==> src/rtl/rangefinder_pkg.sv <==
// Shared definitions for the rangefinder echo path: data widths, default
// detector tuning and the detector FSM state encoding.
package rangefinder_pkg;

  localparam int DATA_W  = 8;
  localparam int WIDTH_W = 4;
  localparam int CNT_W   = 32;
  localparam int PCNT_W  = 4;

  localparam int THRESH_DEF    = 20;
  localparam int MIN_WIDTH_DEF = 2;
  localparam int MAX_WIDTH_DEF = 12;
  localparam int TIMEOUT_DEF   = 1000;

  typedef enum logic [1:0] {
    ST_ARMED = 2'd0,
    ST_PULSE = 2'd1,
    ST_HALT  = 2'd2
  } det_state_t;

endpackage

==> src/rtl/echo_peak_track.sv <==
// Running accumulator for one echo pulse: width in samples, maximum sample
// value and the time of the first sample that reached that maximum.
module echo_peak_track
  import rangefinder_pkg::*;
#(
  parameter int MAX_WIDTH = MAX_WIDTH_DEF
) (
  input  logic               clk,
  input  logic               reset,
  input  logic               start,
  input  logic               update,
  input  logic [DATA_W-1:0]  sample,
  input  logic [CNT_W-1:0]   cnt,
  output logic [DATA_W-1:0]  peak_acc,
  output logic [CNT_W-1:0]   pos_acc,
  output logic [WIDTH_W-1:0] width_acc
);

  // One past the accepted maximum is enough to mark a pulse as too long.
  localparam logic [WIDTH_W-1:0] WIDTH_CAP = WIDTH_W'(MAX_WIDTH + 1);

  function automatic logic [WIDTH_W-1:0] width_sat_inc(input logic [WIDTH_W-1:0] w);
    if (w >= WIDTH_CAP) return WIDTH_CAP;
    return w + WIDTH_W'(1);
  endfunction

  // Start loads the first above sample; update extends the pulse, keeping the first maximum on ties.
  always_ff @(posedge clk) begin
    if (reset) begin
      peak_acc  <= '0;
      pos_acc   <= '0;
      width_acc <= '0;
    end else if (start) begin
      peak_acc  <= sample;
      pos_acc   <= cnt;
      width_acc <= WIDTH_W'(1);
    end else if (update) begin
      width_acc <= width_sat_inc(width_acc);
      if (sample > peak_acc) begin
        peak_acc <= sample;
        pos_acc  <= cnt;
      end
    end
  end

endmodule

==> src/rtl/echo_detector.sv <==
// Echo detector: finds above-threshold pulses in a sample stream after a shot
// (reset), reports peak value, peak time and width of each accepted pulse, and
// stops listening once the timeout count has elapsed.
module echo_detector
  import rangefinder_pkg::*;
#(
  parameter int THRESH    = THRESH_DEF,
  parameter int MIN_WIDTH = MIN_WIDTH_DEF,
  parameter int MAX_WIDTH = MAX_WIDTH_DEF,
  parameter int TIMEOUT   = TIMEOUT_DEF
) (
  input  logic               clk,
  input  logic               reset,
  input  logic [DATA_W-1:0]  signal,
  output logic               valid,
  output logic [CNT_W-1:0]   tof,
  output logic [DATA_W-1:0]  peak,
  output logic [WIDTH_W-1:0] width,
  output logic [PCNT_W-1:0]  pulse_cnt,
  output logic               timeout,
  output logic               busy
);

  localparam logic [DATA_W-1:0]  THR_V   = DATA_W'(THRESH);
  localparam logic [WIDTH_W-1:0] MIN_W_V = WIDTH_W'(MIN_WIDTH);
  localparam logic [WIDTH_W-1:0] MAX_W_V = WIDTH_W'(MAX_WIDTH);
  localparam logic [CNT_W-1:0]   TMO_V   = CNT_W'(TIMEOUT);

  function automatic logic [CNT_W-1:0] cnt_sat_inc(input logic [CNT_W-1:0] c);
    if (c == '1) return c;
    return c + CNT_W'(1);
  endfunction

  function automatic logic [PCNT_W-1:0] pcnt_sat_inc(input logic [PCNT_W-1:0] p);
    if (p == '1) return p;
    return p + PCNT_W'(1);
  endfunction

  det_state_t         state, state_nxt;
  logic [CNT_W-1:0]   cnt;
  logic               above_p0;
  logic               timed_out_p0;
  logic               trk_start_p0;
  logic               trk_update_p0;
  logic               vld_p0;
  logic               halt_enter_p0;
  logic [DATA_W-1:0]  peak_acc;
  logic [CNT_W-1:0]   pos_acc;
  logic [WIDTH_W-1:0] width_acc;

  assign above_p0     = (signal > THR_V);
  assign timed_out_p0 = (cnt >= TMO_V);
  assign busy         = (state != ST_HALT);

  echo_peak_track #(
    .MAX_WIDTH (MAX_WIDTH)
  ) u_track (
    .clk       (clk),
    .reset     (reset),
    .start     (trk_start_p0),
    .update    (trk_update_p0),
    .sample    (signal),
    .cnt       (cnt),
    .peak_acc  (peak_acc),
    .pos_acc   (pos_acc),
    .width_acc (width_acc)
  );

  // Shot-relative time base; sticks at all-ones instead of wrapping.
  always_ff @(posedge clk) begin
    if (reset) cnt <= '0;
    else       cnt <= cnt_sat_inc(cnt);
  end

  // Detector state register.
  always_ff @(posedge clk) begin
    if (reset) state <= ST_ARMED;
    else       state <= state_nxt;
  end

  // Next state, tracker control and pulse acceptance. Timeout is only honoured
  // from ARMED so a pulse straddling the deadline is still judged.
  always_comb begin
    state_nxt     = state;
    trk_start_p0  = 1'b0;
    trk_update_p0 = 1'b0;
    vld_p0        = 1'b0;
    halt_enter_p0 = 1'b0;
    case (state)
      ST_ARMED: begin
        if (timed_out_p0) begin
          state_nxt     = ST_HALT;
          halt_enter_p0 = 1'b1;
        end else if (above_p0) begin
          state_nxt    = ST_PULSE;
          trk_start_p0 = 1'b1;
        end
      end
      ST_PULSE: begin
        if (above_p0) begin
          trk_update_p0 = 1'b1;
        end else begin
          state_nxt = ST_ARMED;
          if ((width_acc >= MIN_W_V) && (width_acc <= MAX_W_V)) vld_p0 = 1'b1;
        end
      end
      ST_HALT: state_nxt = ST_HALT;
      default: state_nxt = ST_ARMED;
    endcase
  end

  // ---- stage p0 -> outputs: register the report, hold results between strobes ----
  always_ff @(posedge clk) begin
    if (reset) begin
      valid     <= 1'b0;
      tof       <= '0;
      peak      <= '0;
      width     <= '0;
      pulse_cnt <= '0;
      timeout   <= 1'b0;
    end else begin
      valid <= vld_p0;
      if (vld_p0) begin
        tof       <= pos_acc;
        peak      <= peak_acc;
        width     <= width_acc;
        pulse_cnt <= pcnt_sat_inc(pulse_cnt);
      end
      if (halt_enter_p0 && (pulse_cnt == '0)) timeout <= 1'b1;
    end
  end

endmodule
==> config.mk <==
export PLATFORM = sky130hd
export DESIGN_NAME = echo_detector
export DESIGN_NICKNAME = d
export VERILOG_FILES = /design/src/rtl/rangefinder_pkg.sv /design/src/rtl/echo_peak_track.sv /design/src/rtl/echo_detector.sv
export SDC_FILE = /design/constraint.sdc
export NUM_CORES = 1
export LEC_CHECK = 0
export CORE_MARGIN = 2
export CORE_UTILIZATION = 45
export DETAILED_ROUTE_END_ITERATION = 8
export GPL_TIMING_DRIVEN = 0
export PLACE_DENSITY = 0.66
export REMOVE_ABC_BUFFERS = 1
export SLEW_MARGIN = 0
export SYNTH_ARGS = -nofsm -noshare
export SYNTH_HDL_FRONTEND = slang
export SYNTH_SLANG_ARGS = --single-unit
==> constraint.sdc <==
create_clock -name clk -period 2.2 [get_ports clk]
set_clock_uncertainty 0.05 [all_clocks]
set_input_delay 0.44 -clock clk [delete_from_list [all_inputs] [get_ports clk]]
set_output_delay 0.44 -clock clk [all_outputs]
set_load 0.05 [all_outputs]
Word-level counts from Yosys, hierarchy flattened
Index checks and enable logic that the tools add are counted.

cells by class
  $add $sub $neg = 3
  $mul = 0
  div/mod/pow operators = 0
  $lt $le $gt $ge = 6
  equal/unequal tests = 9
  shifts and indexed selects = 0
  mux-type cells = 34
  bitwise logic cells = 0
  reductions and logical operators = 10

operators with widths
  cell                                                                 count
  two-way mux 32 bit                                                   4
  adder 32 x 1 -> 32 bit, second input constant                        1
  == test 32 bit, second input constant                                1
  greater-or-equal comparator 32 x 10 -> 1 bit, second input constant  1
  two-way mux 8 bit                                                    3
  two-way mux 1 bit                                                    20
  two-way mux 4 bit                                                    3
  adder 4 x 1 -> 4 bit, second input constant                          2
  > comparator 8 x 5 -> 1 bit, second input constant                   1
  > comparator 8 bit                                                   1
  != test 2 bit, second input constant                                 4
  two-way mux 2 bit                                                    3
  case mux 2 bit (3 select lines)                                      1
  AND reduction 2 bit                                                  3
  == test 4 bit, second input constant                                 1
  greater-or-equal comparator 4 x 2 -> 1 bit, second input constant    1
  greater-or-equal comparator 4 bit, second input constant             1
  <= comparator 4 bit, second input constant                           1
  logical NOT 4 bit                                                    1
  nonzero test 2 bit                                                   2
  != test 3 bit, second input constant                                 1
  == test 2 x 1 -> 1 bit, second input constant                        1
  == test 2 bit, second input constant                                 1
  logical AND 1 bit                                                    2
  2 further kinds                                                      2

storage, ports and cells
  flip-flop bits (word level) = 128
  bits in latches = 0
  memory bits (writable) = 0
  memory bits (read-only) = 0
  output and inout port bits = 51
  word-level logic and storage cells = 74
  memories = 0

Depth between registers and ports, before layout
  word-level depth = 9
  gate-level depth with buffers = 9
  mapped depth without buffers = 7

Cells and area by module
Synthesis repeated with hierarchy kept, for this count alone.

second synthesis, totals
  cells, all modules = 677
  area, all modules = 5853.1 um2

by module, submodules not included
  module           times used  cells an instance  area each (um2)  sequential area each (um2)
  echo_detector    1           450                3627.2           1681.6
  echo_peak_track  1           227                2225.9           880.8

Worst setup path after synthesis
OpenSTA, ideal clock, no wires.

  path kind = input to register
  start = input signal[3]
  end = register u_track.peak_acc[0]
  library setup time = 0.072 ns
  arrival time = 1.940 ns
  required time = 2.078 ns
  path slack = 0.138 ns
  stages = 8
  path buffers = 2
  cells stage by stage = ha_1 -> a21oi_1 -> a31oi_1 -> a2111oi_0 -> o21a_1 -> buf_6 -> buf_12 -> mux2i_1

between the ends
  word-level cells in the longest chain between the ends = 6

RTL lines
  element                        line                                       RTL
  from (decl)                    echo_detector.sv:14                        input logic [DATA_W-1:0] signal,
  > comparator 8 x 5 -> 1 bit    echo_detector.sv:51                        assign above_p0 = (signal > THR_V);
  two-way mux 1 bit              echo_detector.sv:94, echo_detector.sv:100
  two-way mux 1 bit              echo_detector.sv:91                        if (timed_out_p0) begin
  two-way mux 1 bit              echo_detector.sv:89                        case (state)
  nonzero test 2 bit (no line)   -
  AND reduction 2 bit (no line)  -
  to (signal assigned)           echo_peak_track.sv:34                      peak_acc <= sample;
  to (signal assigned)           echo_peak_track.sv:40                      peak_acc <= sample;
  to (decl)                      echo_peak_track.sv:14                      output logic [DATA_W-1:0] peak_acc,

Several ways; a longest one is shown, not always the timed one.
A chain may end at the register's enable or synchronous reset.

Worst setup path in the final report
  start = input signal[3]
  end = register u_track.peak_acc[6]

The elaborated chain is that of the path after synthesis.

==> flow_results.org <==
** Run status
- The run finished with clean final reports.

** Routing
- In the routed design, unresolved DRC markers number 0.
- The detailed router finished its first iteration with 261 violations.
- Total Wirelength :: 13100 um
- The first TritonRoute pass finished after 5 iterations.
- The final route contains 4678 vias.
- After detailed routing, the number of vias per cell comes to 5.16.
- Once detail routing completed, the nets flagged for antenna violations numbered 0.
- Average detailed-routed wire length per instance :: 14.5 um

** GRT
- In the global route stage, met2 resource usage came out at 30.4%.
- The first global-routing pass estimated 21100 um of wire.
- Antenna violations before repair :: 0
- For this run, global-route usage on met3 was measured as 5.33%.
- Entering global routing, the biggest net connects 92 pins.
- In the global route stage, overall resource usage came out at 18.7%.
- Via count of the first global-routing pass :: 4414
- After global routing, the most crowded layer is met2.
- The total overflow left after global routing is 0.
- For this run, global-route usage on met1 was measured as 23.5%.

** Logic synthesis
- Yosys mapped a number of flops with a built-in enable equal to 0.
- Summed over all instances, the cell type with the most area after synthesis is sky130_fd_sc_hd__dfxtp_1.
- In the post-synthesis netlist, the biggest area contributors are sky130_fd_sc_hd__dfxtp_1 (44%), sky130_fd_sc_hd__nand2b_1 (8.5%), sky130_fd_sc_hd__mux2i_1 (7.6%), sky130_fd_sc_hd__nand2_1 (7.0%), sky130_fd_sc_hd__a21oi_1 (4.5%).
- Async S/R FF share, synth :: 0%
- After synthesis, the mean cell area works out to 8.76 um^2.
- After synthesis, the most frequently instantiated cells are sky130_fd_sc_hd__dfxtp_1 (128), sky130_fd_sc_hd__nand2_1 (108), sky130_fd_sc_hd__nand2b_1 (79), sky130_fd_sc_hd__a21oi_1 (52), sky130_fd_sc_hd__nor2_1 (51).
- Of the post-synthesis cell area, the dominant cell type holds 44.2%.
- Flip-flop and latch count after synthesis :: 128
- Yosys mapped the design onto 46 distinct sky130hd cell types.
- Most used standard cell by instance count after synthesis :: sky130_fd_sc_hd__dfxtp_1
- The synthesized netlist occupies a cell area of 5790 um^2.
- For this run, the leading register cell type out of synthesis is sky130_fd_sc_hd__dfxtp_1.
- Summing the sequential cell areas from Yosys gives 44.2% of the chip area.
- Yosys warns :: 0
- Synthesis produced a netlist whose cell count is 661.

** STA
- The final number of max-transition violations came to 0.
- Number of endpoints with negative hold slack in the final report :: 0
- Setup violations remaining at the end of the flow were counted as 0.
- At the pin with the least slew margin, the transition time is 0.655 ns.
- For the finished layout, the period the worst path requires is 2.20 ns.
- The final critical path takes up 100% of the cycle.
- Headroom to the max-slew limit came out at 56.3%.
- Final TNS setup :: 0 ns
- Derived from the worst setup path, the maximum achievable clock frequency is 455 MHz.

** Clock tree
- The clock passes through at most 2 buffers.
- The H-tree generated during clock tree synthesis spans 4 levels.
- Insertion delay to the later sink of the worst-skew pair :: 0.42 ns
- The cell sitting at the root of the clock tree is a sky130_fd_sc_hd__clkbuf_16.
- CTS sink cnt :: 128
- Clock tree synthesis inserted a total of 17 buffers.
- TritonCTS built the clock tree.
- Clock slew at reported path FFs :: 0.05 ns

** Worst setup path
- Among cell families on the critical path, the largest total delay comes from compound AO/OA/AOI/OAI gates.
- On the critical path, the stage with the largest delay is an instance of sky130_fd_sc_hd__a2111oi_4.
- Worst setup path category :: in -> reg
- Stage delay of the slowest cell on the critical path :: 0.45 ns
- Category of the worst setup path launch point :: input pin
- In this run the worst path has a maximum fanout of 4.
- Data required time at the worst endpoint :: 2.49 ns
- Endpoint arrival time on the critical path :: 2.49 ns
- Worst setup EP type :: flip-flop
- Together, buffers and inverters on the worst path number 2.
- Critical-path cell list :: dlygate4sd2_1 -> ha_4 -> a21oi_2 -> a31oi_2 -> a2111oi_4 -> o21a_4 -> buf_4 -> mux2i_1

** Finish
- Diode count :: 0
- Growth of design area from synthesis to finish :: 28.0%
- For this run, the post-layout net count is 749.
- In the final layout, the share of cells above drive strength 1 is 10.8%.
- Final std cells w/o fill :: 906

** Floorplanning
- The die covers 13800 um^2.
- Once the floorplan was initialized, standard cells occupied 45.9% of the core.
- Die span in x :: 117 um
- Vertical extent of the die :: 117 um
- I/O pin total :: 61
- In this run the core area contains 41 standard-cell rows.
- The core region is 12600 um^2.

** Pwr
- Summed over all cells, the static leakage comes to 2.77 nW.
- Net switching power :: 0.00121 W
- Internal power comes to 0.00429 W.
- Pwr per Cell Area :: 741 nW/um^2
- Reg power frac :: 43.3%
- Across the VDD grid, the largest voltage drop is 0.674 mV.
- Of the total power, the share spent switching nets is 22.1%.
- The completed layout was analyzed and its total power is 0.00550 W.
- The clock network is responsible for 48.9% of the overall power.
- Combinational logic burns 7.8% of the power.

** Placed design
- Count of input and output buffers :: 60
- The HPWL after detailed placement is 7580 um.
- Including well taps, the total number of placed cells is 862.
- GPL Wtd Cong :: 0.862

** Worst hold path
- Path class of the lowest-slack min-delay path :: in -> reg

** Flow run
- Max cap viols :: 0
per-stage QoR:
step                util (%)  setup slack [ns]  area, um^2  hold WS [ns]
detailed placement      51.5             -1.16        6500         0.394
floorplan                  -            -0.937        5570         0.376
global placement        50.6             -2.87        6390         0.388
global route            58.8           -0.0561        7420         0.345
finish                  58.8          0.000564        7420         0.326
CTS                     56.8            0.0102        7170         0.403
sequential cells by signal (all words and copies together), names as in the netlist, 2 cells and up:
register / count
peak: 8
cnt: 32
width: 4
u_track.peak_acc: 8
tof: 32
u_track.width_acc: 4
state: 2
u_track.pos_acc: 32
pulse_cnt: 4
final cells by class:
class / instances / area, um^2
timing repair buffer: 75 / 855
clock inverter: 7 / 85.1
inverter: 18 / 67.6
tap: 172 / 215
fill: 1182 / 5200
clock buffer: 23 / 478
sequential: 128 / 2570
multi-input combinational: 483 / 3140
path summary, 6_finish.rpt:
| kind | startpoint | end | slack (ns) | depth (start not counted) |
|---|---|---|---|---|
| max | signal[3] | u_track.peak_acc[6] | 0.0006 | 8 |
| min | signal[5] | u_track.peak_acc[5] | 0.33 | 3 |
| max reg2reg | u_track.peak_acc[5] | u_track.peak_acc[6] | 0.01 | 8 |
| min reg2reg | u_track.pos_acc[18] | tof[18] | 0.40 | 2 |
per-layer routing:
metal | up-vias | wire length (um)
met2 | 84 | 6280
met3 | 24 | 560
li1 | 2365 | -
met5 | - | 0
met4 | 0 | 231
met1 | 2205 | 6060
worst register-to-register path, delay by kind of cell (launching register included):
family	cells	cell delay, ns
AOI/OAI and AO/OA	3	0.82
adders and majority gates	1	0.29
buffers and inverters	2	0.23
DFF	1	0.34
muxes	1	0.21
and+or+nand+nor	1	0.18
cell families (layout without fill, tap and decap cells):
| logic type | Yosys count | in the layout | synth area share [%] |
|---|---|---|---|
| simple gates | 317 | 319 | 28.2 |
| flops | 128 | 128 | 44.2 |
| compound gates | 77 | 78 | 7.65 |
| buf+inv | 53 | 123 | 4.95 |
| mux | 44 | 44 | 7.60 |
| xor+xnor | 26 | 26 | 3.93 |
| fa+ha+maj | 16 | 16 | 3.46 |
power by group through the flow:
stage	clock [W]	combinational, W	sequential, W
global placement	0	0.000315	0.00242
detailed placement	0	0.000320	0.00242
finish	0.00269	0.000427	0.00238
global route	0.00285	0.000459	0.00238
CTS	0.00276	0.000374	0.00238
floorplan	0	0.000209	0.00242
cells in the final DEF, fill, tap and decap left out, types with 3 or more instances in the layout:
master                              n
sky130_fd_sc_hd__dfxtp_1          121
sky130_fd_sc_hd__nand2_1          108
sky130_fd_sc_hd__nand2b_1          79
sky130_fd_sc_hd__a21oi_1           51
sky130_fd_sc_hd__nor2_1            50
sky130_fd_sc_hd__clkdlybuf4s50_1   46
sky130_fd_sc_hd__mux2i_1           44
sky130_fd_sc_hd__nand4_1           23
sky130_fd_sc_hd__xor2_1            20
sky130_fd_sc_hd__inv_1             18
sky130_fd_sc_hd__clkbuf_16         18
sky130_fd_sc_hd__nand3_1           16
sky130_fd_sc_hd__ha_1              11
sky130_fd_sc_hd__dlymetal6s2s_1    10
sky130_fd_sc_hd__buf_4              9
sky130_fd_sc_hd__nor3_1             7
sky130_fd_sc_hd__and4_1             7
sky130_fd_sc_hd__dfxtp_2            7
sky130_fd_sc_hd__xnor2_1            6
sky130_fd_sc_hd__o21ai_0            6
sky130_fd_sc_hd__nor4_1             5
sky130_fd_sc_hd__ha_4               5
sky130_fd_sc_hd__clkinv_2           5
sky130_fd_sc_hd__nor3_4             4
sky130_fd_sc_hd__and3_1             4
sky130_fd_sc_hd__buf_16             4
sky130_fd_sc_hd__or2b_1             3
sky130_fd_sc_hd__and4_2             3
sky130_fd_sc_hd__clkbuf_8           3
sky130_fd_sc_hd__clkbuf_1           3
sky130_fd_sc_hd__dlygate4sd2_1      3
what timing repair did:
| item | in CTS | in global routing |
|---|---|---|
| endpoints found under the setup margin | 105 | 91 |
| pin swaps | 4 | 12 |
| hold buffers | 0 | 0 |
| setup buffers | 3 | 7 |
| gates resized for setup | 14 | 32 |
| gates cloned | 2 | 2 |
Power figures use the tool's default switching activity.
==> RTL change 1, RTL diff (config.mk and constraints unchanged) <==
The output `valid` loses its register stage (`valid` becomes a continuous assignment).
--- a/src/rtl/echo_detector.sv
+++ b/src/rtl/echo_detector.sv
@@ -112,14 +112,12 @@
   // ---- stage p0 -> outputs: register the report, hold results between strobes ----
   always_ff @(posedge clk) begin
     if (reset) begin
-      valid     <= 1'b0;
       tof       <= '0;
       peak      <= '0;
       width     <= '0;
       pulse_cnt <= '0;
       timeout   <= 1'b0;
     end else begin
-      valid <= vld_p0;
       if (vld_p0) begin
         tof       <= pos_acc;
         peak      <= peak_acc;
@@ -130,4 +128,6 @@
     end
   end
 
+  assign valid = vld_p0;
+
 endmodule
Behaviour: not the same (Yosys sat finds a counterexample within 4 cycles, from zero or initial values and one cycle with reset high).
==> RTL change 1 against the unedited design <==
Largest cell class unchanged. Count of clock-buffer cells in the layout grew 4. Global-route usage grew 0.95 points. Synthesized area grew 0.99%. Core utilization grew 3.3 points. Sequential cell count shrank 1. Largest power group unchanged. The run now ends with setup timing left. Die area grew 0.96%. Setup slack lost 0.16 ns. Cell area grew 6.1%. Power shrank 1.7%. Routed wire length grew 12%. Highest routed layer unchanged.
==> RTL change 1: results (changes against the unedited design) <==
drt:
  drtIter0Drc: 435  # was 261
  met1Wirelength_um: 6770  # was 6060 um
  wl_met2_um: 6900  # was 6280 um
  routed_wirelength_um: 14700  # was 13100 um
setup_path:
  reg2reg_slack_ns: -0.07  # was 0.01 ns
  crit_end: "valid"  # was u_track.peak_acc[6]
  crit_arrival_ns: 1.87  # was 2.49 ns
  path_max_fanout: 6  # was 4
  crit_path_max_incr_delay_ns: 0.36  # was 0.45 ns
  cp_slowest_cell: "dfxtp_4"  # was a2111oi_4
  cpLargestDelayFamily: "simple AND/OR/NAND/NOR gates"  # was compound AO/OA/AOI/OAI gates
  r2r-end: "pulse_cnt[3]"  # was u_track.peak_acc[6]
  r2r_start: "u_track.width_acc[0]"  # was u_track.peak_acc[5]
  startpoint: "u_track.width_acc[0]"  # was signal[3]
sta:
  worst_slack_ns: -0.163  # was 0.000564 ns
  tightest_slew_ns: 0.532  # was 0.655 ns
  setup_viol: 3  # was 0
logic_synthesis:
  synthAdderAreaFrac_pct: 3.42  # was 3.46%
  seq_area_frac_synth_pct: 43.5  # was 44.2%
  synth_common_cells: "dfxtp_1 (127), nand2_1 (110), nand2b_1 (81)"  # was dfxtp_1 (128), nand2_1 (108), nand2b_1 (79)
  yosys-top-cells-area: "dfxtp_1 (43%), mux2i_1 (9.1%), nand2b_1 (8.7%)"  # was dfxtp_1 (44%), nand2b_1 (8.5%), mux2i_1 (7.6%)
clock_network:
  post-cts-setup-buffer-count: 20  # was 3
  cts_resized: 49  # was 14
grt:
  use_met2_pct: 31.3  # was 30.4%
  grt_pass1_vias: 4607  # was 4414
  grtUsageMet3_pct: 5.38  # was 5.33%
  grt_util_all_layers_pct: 19.7  # was 18.7%
final_layout:
  layout.nets: 783  # was 749
  fillerInstances: 1029  # was 1182
  multi_input_area_sq_um: 3340  # was 3140 sq um
  drive_gt1_share_pct: 18.6  # was 10.8%
power:
  sw_frac_of_total_pct: 22.3  # was 22.1%
  clk-power_w: 0.00255  # was 0.00269 W
outcome:
  outcome: "finished, violations left"  # was finished clean
  violations: "setup timing"
place:
  place_ws_ns: -2.29  # was -1.16 ns
  place_congestion: 0.882  # was 0.862
worst_hold_path:
  min_to: "u_track.peak_acc[0]"  # was u_track.peak_acc[5]
## RTL change 1: cell types whose count changed in the layout (fill, tap and decap cells not counted), sizes merged, moves of 9 or more
| cell | delta |
|---|---|
| mux2i | +9 |
| nor2 | -34 |
| o31ai | +9 |
| a21oi | +13 |
| buf | +31 |
| xor2 | -19 |
| or4 | +9 |
| nand4 | -17 |
| or2 | +14 |
## RTL change 1: metrics by stage
stage                     TNS, ns  instances  total power [W]  hold WS, ns
final                      -0.253        937          0.00540        0.321
after global routing       -0.914        937          0.00560        0.328
after CTS                  -0.191        914          0.00538        0.396
after detailed placement  -104.86        865          0.00275        0.394
after global placement    -364.96        861          0.00274        0.388
after floorplan           -114.94        629          0.00263        0.371
## RTL change 1: area by class of cell
class | count | share of cell area, %
well taps | 172 | 2.74
repair inverters | 3 | 0.429
clock buffers | 27 | 6.77
repair buffers | 104 | 13.5
multi-input cells | 480 | 42.4
inverters | 24 | 1.51
flip-flops and latches | 127 | 32.6
==> RTL change 2, RTL diff (config.mk and constraints unchanged) <==
Without the edit above. `WIDTH_W`: 4 -> 5.
--- a/src/rtl/rangefinder_pkg.sv
+++ b/src/rtl/rangefinder_pkg.sv
@@ -3,7 +3,7 @@
 package rangefinder_pkg;
 
   localparam int DATA_W  = 8;
-  localparam int WIDTH_W = 4;
+  localparam int WIDTH_W = 5;
   localparam int CNT_W   = 32;
   localparam int PCNT_W  = 4;
 
Ports: changed (resized width); port bits go from 61 to 62. No check against the original RTL was run, so the function may have changed too.
==> RTL change 2 against the unedited design <==
Count of clock-buffer cells in the layout down 1. Synthesized area grew 0.91%. Setup slack better by 0.045 ns. Power increased by 11%. Sequential cell count is 2 higher. Register-to-register slack better by 0.04 ns. Routed wire length rose by 7.2%. Die area rose by 0.88%. Cell area grew 4.3%. Largest cell class unchanged.
==> RTL change 2: results (changes against the unedited design) <==
outcome:
  outcome: "finished clean"  # unchanged
logic_synthesis:
  synth_common_cells: "dfxtp_1 (130), nand2_1 (108), nand2b_1 (68)"  # was dfxtp_1 (128), nand2_1 (108), nand2b_1 (79)
  seq_area_frac_synth_pct: 44.5  # was 44.2%
  yosys-top-cells-area: "dfxtp_1 (45%), nand2b_1 (7.3%), nand2_1 (6.9%)"  # was dfxtp_1 (44%), nand2b_1 (8.5%), mux2i_1 (7.6%)
  synthCells: 684  # was 661
final_layout:
  drive_gt1_share_pct: 14.8  # was 10.8%
  fillerInstances: 1091  # was 1182
  nNonClkBuffers: 88  # was 75
  buf_share_pct: 12.2  # was 11.5%
  sh_seq_area_pct: 33.8  # was 34.7%
  final_area_sq_um: 7730  # was 7420 sq um
place:
  io_buffers: 61  # was 60
  place_ws_ns: -1.47  # was -1.16 ns
  place_inst: 879  # was 862
  place_congestion: 0.814  # was 0.862
sta:
  slew-limit-headroom_pct: 58.0  # was 56.3%
  hold_slack_ns: 0.310  # was 0.326 ns
clock_network:
  cts_sinks: 130  # was 128
worst_hold_path:
  holdCritStartpoint: "signal[0]"  # was signal[5]
grt:
  grt_pass1_wl_um: 22700  # was 21100 um
  grt_pass1_vias: 4632  # was 4414
setup_path:
  r2r-end: "u_track.pos_acc[14]"  # was u_track.peak_acc[6]
  r2r_start: "u_track.peak_acc[4]"  # was u_track.peak_acc[5]
power:
  power_leakage_nw: 2.78  # was 2.77 nW
drt:
  drtIter0Drc: 381  # was 261
  route.met3.wl_um: 733  # was 560 um
  routed_wirelength_um: 14100  # was 13100 um
RTL change 2: cell types whose count changed after synthesis, moves of 8 or more:
| cell | delta |
|---|---|
| nand2b_1 | -11 |
| xor2_1 | -10 |
| nand4_1 | -10 |
| a21oi_1 | +13 |
| mux2i_1 | -8 |
RTL change 2: power by group through the flow:
stage / logic (W) / clock network [W] / registers (W)
6_report: 0.000526 / 0.00315 / 0.00241
5_1_grt: 0.000560 / 0.00330 / 0.00242
4_1_cts: 0.000463 / 0.00319 / 0.00241
3_5_place_dp: 0.000309 / 0 / 0.00246
3_3_place_gp: 0.000305 / 0 / 0.00246
2_1_floorplan: 0.000202 / 0 / 0.00245
RTL change 2: worst register-to-register path, delay by kind of cell (launching register included):
kind,cells,cell delay (ns)
buf+inv,3,0.49
mux,1,0.19
simple gates,3,0.31
flops,1,0.33
compound gates,2,0.52
fa+ha+maj,1,0.19
RTL change 2: cell families (layout without fill, tap and decap cells):
group	after synthesis	count (layout)	share of synthesized area, %
buf+inv	63	142	4.77
simple gates	307	310	26.8
compound gates	110	110	11.1
mux	36	36	6.16
flops	130	130	44.5
xor+xnor	23	23	3.45
fa+ha+maj	15	15	3.21
RTL change 2: worst max-delay path by stage:
stage / from / to / slack (ns) / depth (start not counted)
global placement: reset / cnt[9] / -2.95 / 3
CTS: u_track.peak_acc[3] / u_track.pos_acc[27] / 0.003 / 10
detailed placement: signal[3] / u_track.pos_acc[15] / -1.47 / 8
finish: signal[5] / u_track.pos_acc[14] / 0.05 / 10
global route: signal[5] / u_track.pos_acc[8] / -0.06 / 10
floorplan: signal[3] / u_track.peak_acc[0] / -0.56 / 7
